[src/rtl/vga_rect_filler_if.sv]
// rtl/vga_rect_filler_if.sv - rectangle command handshake and pixel-write port bundle
interface vga_rect_filler_if #(
  parameter int COLOUR_W = 3
);
  logic                start;
  logic [7:0]          x0;
  logic [6:0]          y0;
  logic [7:0]          w;
  logic [6:0]          h;
  logic [COLOUR_W-1:0] colour_in;
  logic [7:0]          x;
  logic [6:0]          y;
  logic [COLOUR_W-1:0] colour;
  logic                plot;
  logic                busy;
  logic                done;

  modport master (
    output start, x0, y0, w, h, colour_in,
    input  x, y, colour, plot, busy, done
  );

  modport slave (
    input  start, x0, y0, w, h, colour_in,
    output x, y, colour, plot, busy, done
  );
endinterface

[src/rtl/vga_rect_filler.sv]
// rtl/vga_rect_filler.sv - clipped rectangle fill, one row-major pixel write per clock
module vga_rect_filler #(
  parameter int SCREEN_W = 160,
  parameter int SCREEN_H = 120,
  parameter int COLOUR_W = 3
) (
  input  logic              Clock,
  input  logic              Resetn,
  vga_rect_filler_if.slave  bus
);
  localparam logic [8:0] SW = 9'(SCREEN_W);
  localparam logic [7:0] SH = 8'(SCREEN_H);

  typedef enum logic [1:0] {IDLE, DRAW, DONE} state_t;

  state_t     state;
  logic [7:0] x_start;
  logic [7:0] x_last;
  logic [6:0] y_last;

  logic [8:0] x_end;
  logic [7:0] y_end;
  logic [7:0] w_eff;
  logic [6:0] h_eff;

  // Clip against the screen edge using widened sums so x0+w never wraps.
  always_comb begin
    x_end = {1'b0, bus.x0} + {1'b0, bus.w};
    y_end = {1'b0, bus.y0} + {1'b0, bus.h};
    if ({1'b0, bus.x0} >= SW)
      w_eff = '0;
    else if (x_end > SW)
      w_eff = 8'(SW - {1'b0, bus.x0});
    else
      w_eff = bus.w;
    if ({1'b0, bus.y0} >= SH)
      h_eff = '0;
    else if (y_end > SH)
      h_eff = 7'(SH - {1'b0, bus.y0});
    else
      h_eff = bus.h;
  end

  always_ff @(posedge Clock or negedge Resetn) begin
    if (!Resetn) begin
      state      <= IDLE;
      x_start    <= '0;
      x_last     <= '0;
      y_last     <= '0;
      bus.x      <= '0;
      bus.y      <= '0;
      bus.colour <= '0;
      bus.plot   <= 1'b0;
      bus.busy   <= 1'b0;
      bus.done   <= 1'b0;
    end else begin
      case (state)
        IDLE: begin
          if (bus.start) begin
            bus.busy <= 1'b1;
            if (w_eff != '0 && h_eff != '0) begin
              state      <= DRAW;
              x_start    <= bus.x0;
              x_last     <= bus.x0 + w_eff - 8'd1;
              y_last     <= bus.y0 + h_eff - 7'd1;
              bus.x      <= bus.x0;
              bus.y      <= bus.y0;
              bus.colour <= COLOUR_W'(bus.colour_in);
              bus.plot   <= 1'b1;
            end else begin
              state    <= DONE;
              bus.done <= 1'b1;
            end
          end
        end
        DRAW: begin
          if (bus.x == x_last && bus.y == y_last) begin
            state    <= DONE;
            bus.plot <= 1'b0;
            bus.done <= 1'b1;
          end else if (bus.x == x_last) begin
            bus.x <= x_start;
            bus.y <= bus.y + 7'd1;
          end else begin
            bus.x <= bus.x + 8'd1;
          end
        end
        DONE: begin
          state    <= IDLE;
          bus.done <= 1'b0;
          bus.busy <= 1'b0;
        end
        default: begin
          state    <= IDLE;
          bus.plot <= 1'b0;
          bus.done <= 1'b0;
          bus.busy <= 1'b0;
        end
      endcase
    end
  end
endmodule

[src/flat_wrapper.sv]
// flat-port wrapper written by rule: the top's interface ports become plain ports
module vga_rect_filler_flat 
#(
  parameter int SCREEN_W = 160,
  parameter int SCREEN_H = 120,
  parameter int COLOUR_W = 3
)
  (Clock, Resetn, bus_start, bus_x0, bus_y0, bus_w, bus_h, bus_colour_in, bus_x, bus_y, bus_colour, bus_plot, bus_busy, bus_done);
  vga_rect_filler_if #(.COLOUR_W(COLOUR_W)) bus_i ();
  input  logic Clock;
  input  logic Resetn;
  input wire logic [$bits(bus_i.start)-1:0] bus_start;
  input wire logic [$bits(bus_i.x0)-1:0] bus_x0;
  input wire logic [$bits(bus_i.y0)-1:0] bus_y0;
  input wire logic [$bits(bus_i.w)-1:0] bus_w;
  input wire logic [$bits(bus_i.h)-1:0] bus_h;
  input wire logic [$bits(bus_i.colour_in)-1:0] bus_colour_in;
  output wire logic [$bits(bus_i.x)-1:0] bus_x;
  output wire logic [$bits(bus_i.y)-1:0] bus_y;
  output wire logic [$bits(bus_i.colour)-1:0] bus_colour;
  output wire logic [$bits(bus_i.plot)-1:0] bus_plot;
  output wire logic [$bits(bus_i.busy)-1:0] bus_busy;
  output wire logic [$bits(bus_i.done)-1:0] bus_done;
  assign bus_i.start = bus_start;
  assign bus_i.x0 = bus_x0;
  assign bus_i.y0 = bus_y0;
  assign bus_i.w = bus_w;
  assign bus_i.h = bus_h;
  assign bus_i.colour_in = bus_colour_in;
  assign bus_x = bus_i.x;
  assign bus_y = bus_i.y;
  assign bus_colour = bus_i.colour;
  assign bus_plot = bus_i.plot;
  assign bus_busy = bus_i.busy;
  assign bus_done = bus_i.done;
  vga_rect_filler #(.SCREEN_W(SCREEN_W), .SCREEN_H(SCREEN_H), .COLOUR_W(COLOUR_W)) u_core (.Clock(Clock), .Resetn(Resetn), .bus(bus_i));
endmodule
[config.mk]
export PLATFORM = sky130hd
export DESIGN_NAME = vga_rect_filler_flat
export DESIGN_NICKNAME = d
export VERILOG_FILES = /design/src/rtl/vga_rect_filler_if.sv /design/src/rtl/vga_rect_filler.sv /design/src/flat_wrapper.sv
export SDC_FILE = /design/constraint.sdc
export NUM_CORES = 1
export LEC_CHECK = 0
export ABC_AREA = 1
export ABC_CLOCK_PERIOD_IN_PS = 2200
export BUFFER_PORTS_ARGS = -buffer_cell sky130_fd_sc_hd__buf_2
export CAP_MARGIN = 5
export CORE_ASPECT_RATIO = 0.6
export CORE_MARGIN = 1
export CORE_UTILIZATION = 35
export DETAILED_ROUTE_END_ITERATION = 7
export PLACE_DENSITY_LB_ADDON = 0.08
export SYNTH_ARGS = -nofsm -noshare
export SYNTH_HDL_FRONTEND = slang
export SYNTH_SLANG_ARGS = --single-unit
export TNS_END_PERCENT = 1
[constraint.sdc]
create_clock -name Clock -period 2.2 [get_ports Clock]
set_clock_uncertainty 0.15 [all_clocks]
set_input_delay 0.44 -clock Clock [delete_from_list [all_inputs] [get_ports Clock]]
set_output_delay 0.44 -clock Clock [all_outputs]
set_load 0.03 [all_outputs]
* Word-level counts from Yosys, hierarchy flattened
Index checks and enable logic that the tools add are counted.
Word-level totals: bits in registers 46
Operators by class: add/subtract/negate cells 10, order comparisons 4, eq/ne operators 10, multiplexer cells 28, bitwise gates (word level) 2, reductions and logical operators 13
Operators with widths (count):
- $mux W8 | 6
- $mux W7 | 6
- $pmux W8 S2 | 1
- $pmux W7 S2 | 1
- $add A8 B8 Y9 | 1
- $gt A9 B8 Y1 const B | 1
- $add A7 B7 Y8 | 1
- $add A8 B1 Y8 const B | 1
- $add A8 B8 Y8 | 1
- $eq A8 B8 Y1 | 1
- $ge A8 B8 Y1 const B | 1
- $gt A8 B7 Y1 const B | 1
- $reduce_and A4 Y1 | 2
- $reduce_bool A8 Y1 | 1
- $sub A8 B1 Y8 const B | 1
- $sub A8 B8 Y8 const A | 1
- $add A7 B1 Y7 const B | 1
- $add A7 B7 Y7 | 1
- $eq A7 B7 Y1 | 1
- $ge A7 B7 Y1 const B | 1
- $mux W1 | 7
- $reduce_bool A7 Y1 | 1
- $sub A7 B1 Y7 const B | 1
- $sub A7 B7 Y7 const A | 1
- other kinds (15) | 26

* Longest topological paths before layout
depth after elaboration 9, mapped depth 27

* Worst setup path after synthesis
OpenSTA, ideal clock, no wires.
kind input port to flip-flop, start point input port bus_w[0], end point register u_core.x_last[7], setup time 130 ps, data arrival time 3734 ps, slack -1815 ps, stages 25, cells stage by stage ha_1 fa_1 nand3_1 nand2_1 nand2_1 nand2_1 nand2_2 nand2_2 a21oi_4 nand2_4 nand2_1 nand3_1 ha_1 inv_1 ha_1 fa_1 nand3_1 and2_1 inv_1 a21oi_1 nor2_1 nor2_1 xor2_1 xor2_1 o21ai_0
Between the ends: longest elaborated chain between the ends 7, elaborated cells between the ends (all ways) 9, those cells by class add/sub (3); order compare (1); mux (2); reduce/logical (3)
Ends and longest elaborated chain:
- start, declared | line flat_wrapper.sv:15 | input wire logic [$bits(bus_i.w)-1:0] bus_w;
- $add A8 B8 Y9 | line vga_rect_filler.sv:28 | x_end = {1'b0, bus.x0} + {1'b0, bus.w};
- $gt A9 B8 Y1 | line vga_rect_filler.sv:32 | else if (x_end > SW)
- $mux W8 * | line vga_rect_filler.sv:32
- $mux W8 * | line vga_rect_filler.sv:30 | if ({1'b0, bus.x0} >= SW)
- branches (longest 3 deep; another with $add A8 B8 Y8)
- end signal, assigned | line vga_rect_filler.sv:64 | x_last <= bus.x0 + w_eff - 8'd1;
- end, declared | line vga_rect_filler.sv:18 | logic [7:0] x_last;
Mark *: on every way between the ends. A chain may end at the register's enable or synchronous reset.

* Worst setup path after layout
start point input port bus_x0[0], end point register u_core.x_last[7]
Between the ends: longest elaborated chain between the ends 7, elaborated cells between the ends (all ways) 11, those cells by class add/sub (4); order compare (2); mux (2); reduce/logical (3)
Ends and longest elaborated chain:
- start, declared | line flat_wrapper.sv:13 | input wire logic [$bits(bus_i.x0)-1:0] bus_x0;
- branches (longest 7 deep; another with $add A8 B8 Y9)
Several ways; the timed one is not identified.

==> flow_metrics.tcl <==
set metrics [dict create \
    peakVddDrop_uv 415 \
    post_synth.cell_area_avg_um2 7.30 \
    worstHoldStart "bus_colour_in[2]" \
    antenna_violations_before_repair 0 \
    cts_buffers 5 \
    dp_hpwl_um 9900 \
    placed_cells_incl_taps 905 \
    design.final.nets 839 \
    gr-usage-all-layers_pct 20.6 \
    slew_violations 0 \
    finalCriticalPeriod_ns 3.64 \
    drv_cap 0 \
    rr_startpoint "u_core.bus.x[5]" \
    layout_cell_area_excl_fill_um2 5960 \
    worst_r2r_path_depth 8 \
    finalHoldViolCount 0 \
    crit_end "u_core.x_last[7]" \
    grt_first_pass_wirelength_um 20300 \
    worstReg2RegEnd "u_core.bus.x[0]" \
    flow.area_growth_from_synthesis_pct 39.4 \
    placement.io_buffers 56 \
    yosys_warnings 0 \
    busiest_layer "met1" \
    final-instance-count-excl-fill 917 \
    hold-path-cell-count 3 \
    inserted_diodes 0 \
    synth_xor_xnor_area_share_pct 9.80 \
    clock_path_buffers 2 \
    drive_gt1_share_pct 32.5 \
    detailroute.via_count 4280 \
    routed_via_density 4.67 \
    finalCoreUtilization_pct 51.4 \
    worst_slew_pin_slew_ns 0.501 \
    arrival_ns 3.65 \
    initial_core_util_pct 36.9 \
    cts_tree "built" \
    worstPathRequired_ns 2.22 \
    post_synth_and_or_nand_nor_area_fraction_pct 26.1 \
    grt_pass1_vias 4081 \
    share_clk_of_total_power_pct 12.3 \
    drt.antenna.violating_nets 0 \
    status "finished, violations left" \
    routed_wire_length_per_instance_um 13.1 \
    cp-start-kind "input pin" \
    cts-root-buf "sky130_fd_sc_hd__clkbuf_16" \
    yosysUniqueCellTypes 42 \
    finalWeightedCongestion 0.848 \
    globalRouteMet1Util_pct 33.6 \
    internal_power_mw 3.30 \
    synth_top_family_by_area "simple AND/OR/NAND/NOR gates" \
    chipWidth_um 145 \
    rsz0062_at_grt "true" \
    fp.dieH_um 87.6 \
    globalRouteOverflowTotal 0 \
    drt-initial-drc-count 233 \
    synth_compound_area_share_pct 12.9 \
    synthCells 586 \
    wirelength_um 12000 \
    power.leakage_nw 3.22 \
    reg2reg_setup_slack_ns -0.14 \
    layout_common_cells "sky130_fd_sc_hd__nand2_1 (123), sky130_fd_sc_hd__buf_4 (113), sky130_fd_sc_hd__inv_1 (87)" \
    violations "negative setup slack" \
    powerDensity_nw_per_um2 1030 \
    fillerInstances 1114 \
    post-route-worst-setup-slack_ns -1.44 \
    drt_first_pass_iters 4 \
    clock_sinks 46 \
    floorplan.core_area_um2 11600 \
    die_outline_area_um2 12700 \
    total_switching_power_mw 2.81 \
    switching_part_of_the_total_power_pct 46.0 \
    seq_power_share_pct 25.5 \
    synth_seq_area_share_pct 26.9 \
    critPathLaunch "bus_x0[0]" \
    core.rowCount 30 \
    post_route_fraction_of_the_period_consumed_by_the_critical_path_pct 165 \
    synth.cell_area_um2 4280 \
    ctsHtreeMaxLevel 2 \
    io_pins 57 \
    synthAdderAreaFrac_pct 14.5 \
    clkTransAtPathRegs_ns 0.07 \
    mostFrequentLayoutCell "sky130_fd_sc_hd__nand2_1" \
    cp-end-kind "flop" \
    postSynthRegisterBits 46 \
    hold_class "input pin to flop" \
    setup_viol 45 \
    grt_start_max_net_pins 36 \
    placedInstanceArea_um2 5590 \
    path_class "input pin to flop" \
    critical_path.max_fanout 5 \
    combinational_power_share_pct 62.2 \
    max_freq_mhz 275 \
    synth.mux.area_fraction_pct 0 \
    grt.met3_usage_pct 2.13 \
    clock_insertion_delay_worst_skew_ns 0.29 \
    synth_nets 669 \
    maxSlewHeadroom_pct 66.5 \
    use_met2_pct 28.5 \
    drcViolationCount 0 \
]
==> synthesized netlist by cell type, drive strengths merged <==
cell     count  area, µm²
o21bai       2       15.0
buf          5       50.0
or2          4       25.0
o22ai        3       18.8
clkinv       1       3.75
o2111ai      1       8.76
xnor2        9       86.3
inv         92        345
nor3         4       20.0
o21ai       57        308
o211a        1       10.0
nand3b       6       45.0
nand3       46        240
nor4         2       12.5
a21oi       34        185
ha          43        538
xor2        38        333
fa           4       80.1
a31oi        1       6.26
clkbuf       5       20.0
nand2      141        572
nor3b        1       12.5
nor2        28        108
and2         2       12.5
nand4       10       68.8
dfrtp       46       1150
==> final cells by class <==
| cell class | instances | area [µm²] | share of cell area [%] |
|---|---|---|---|
| Clock buffer | 6 | 129 | 2.16 |
| Clock inverter | 2 | 13.8 | 0.231 |
| Multi-Input combinational cell | 437 | 2910 | 48.9 |
| Inverter | 93 | 349 | 5.86 |
| Timing Repair Buffer | 173 | 1210 | 20.2 |
| Tap cell | 160 | 200 | 3.36 |
| Sequential cell | 46 | 1150 | 19.3 |
==> routing by layer <==
layer | vias to the layer above | share of wire [%]
met4 | 0 | 0.62
met3 | 8 | 6.3
met5 | - | 0
met2 | 99 | 36
met1 | 1931 | 57
li1 | 2242 | -
==> how the worst min path moves through the flow <==
stage | to
floorplan | u_core.bus.busy
global placement | u_core.bus.y[3]
detailed placement | u_core.bus.y[3]
CTS | u_core.bus.colour[2]
global route | u_core.bus.colour[2]
finish | u_core.bus.colour[2]
==> sequential cells by signal (all words and copies together) (netlist names) <==
register	cells
u_core.bus.done	1
u_core.x_last	8
u_core.bus.colour	3
u_core.bus.x	8
u_core.bus.plot	1
u_core.state	2
u_core.y_last	7
u_core.x_start	8
u_core.bus.busy	1
u_core.bus.y	7
==> metrics by stage <==
| step | power (mW) | setup slack (ns) | setup TNS (ns) | hold WS, ns |
|---|---|---|---|---|
| finish | 6.11 | -1.44 | -33.30 | 0.238 |
| global route | 6.74 | -1.66 | -43.33 | 0.258 |
| CTS | 6.10 | -1.41 | -32.92 | 0.238 |
| detailed placement | 5.23 | -1.93 | -53.23 | 0.269 |
| global placement | 5.17 | -1.82 | -51.65 | 0.271 |
| floorplan | 3.95 | -1.66 | -33.51 | -0.00559 |
==> timing repair <==
action                                  CTS  global route
hold buffers                              1             0
setup buffers                             2             1
pin swaps                                29             2
gates resized for setup                  30            11
endpoints found under the setup margin   45            45
endpoints found under the hold margin    17             0
==> power groups by stage <==
| stage | Sequential, mW | Combinational [mW] | Clock, mW |
|---|---|---|---|
| 6_report | 1.56 | 3.80 | 0.753 |
| 5_1_grt | 1.60 | 4.32 | 0.812 |
| 4_1_cts | 1.55 | 3.77 | 0.777 |
| 3_5_place_dp | 1.56 | 3.67 | 0 |
| 3_3_place_gp | 1.55 | 3.62 | 0 |
| 2_1_floorplan | 1.89 | 2.06 | 0 |
==> cell families after synthesis <==
group,after synthesis
adders and majority gates,47
xor gates and xnor gates,47
and+or+nand+nor,244
buffers and inverters,103
DFF,46
AOI/OAI and AO/OA,99
==> worst max-delay path, stage by stage <==
cell and delay, ns:
sky130_fd_sc_hd__buf_8 0.10, sky130_fd_sc_hd__ha_4 0.15, sky130_fd_sc_hd__fa_2 0.35, sky130_fd_sc_hd__nand3_2 0.09, sky130_fd_sc_hd__nand2_2 0.07, sky130_fd_sc_hd__nand2_2 0.07
sky130_fd_sc_hd__nand2_2 0.05, sky130_fd_sc_hd__nand2_2 0.08, sky130_fd_sc_hd__nand2_2 0.08, sky130_fd_sc_hd__a21oi_4 0.17, sky130_fd_sc_hd__nand2_4 0.09, sky130_fd_sc_hd__nand2_2 0.06
sky130_fd_sc_hd__nand3_2 0.09, sky130_fd_sc_hd__ha_4 0.29, sky130_fd_sc_hd__inv_2 0.04, sky130_fd_sc_hd__ha_4 0.15, sky130_fd_sc_hd__fa_2 0.35, sky130_fd_sc_hd__nand3_2 0.07
sky130_fd_sc_hd__and2_4 0.14, sky130_fd_sc_hd__inv_2 0.03, sky130_fd_sc_hd__a21oi_2 0.12, sky130_fd_sc_hd__nor2_1 0.05, sky130_fd_sc_hd__nor2_1 0.10, sky130_fd_sc_hd__xor2_1 0.18
sky130_fd_sc_hd__xor2_1 0.15, sky130_fd_sc_hd__o21ai_1 0.08
(Power assumes the default switching activity.)
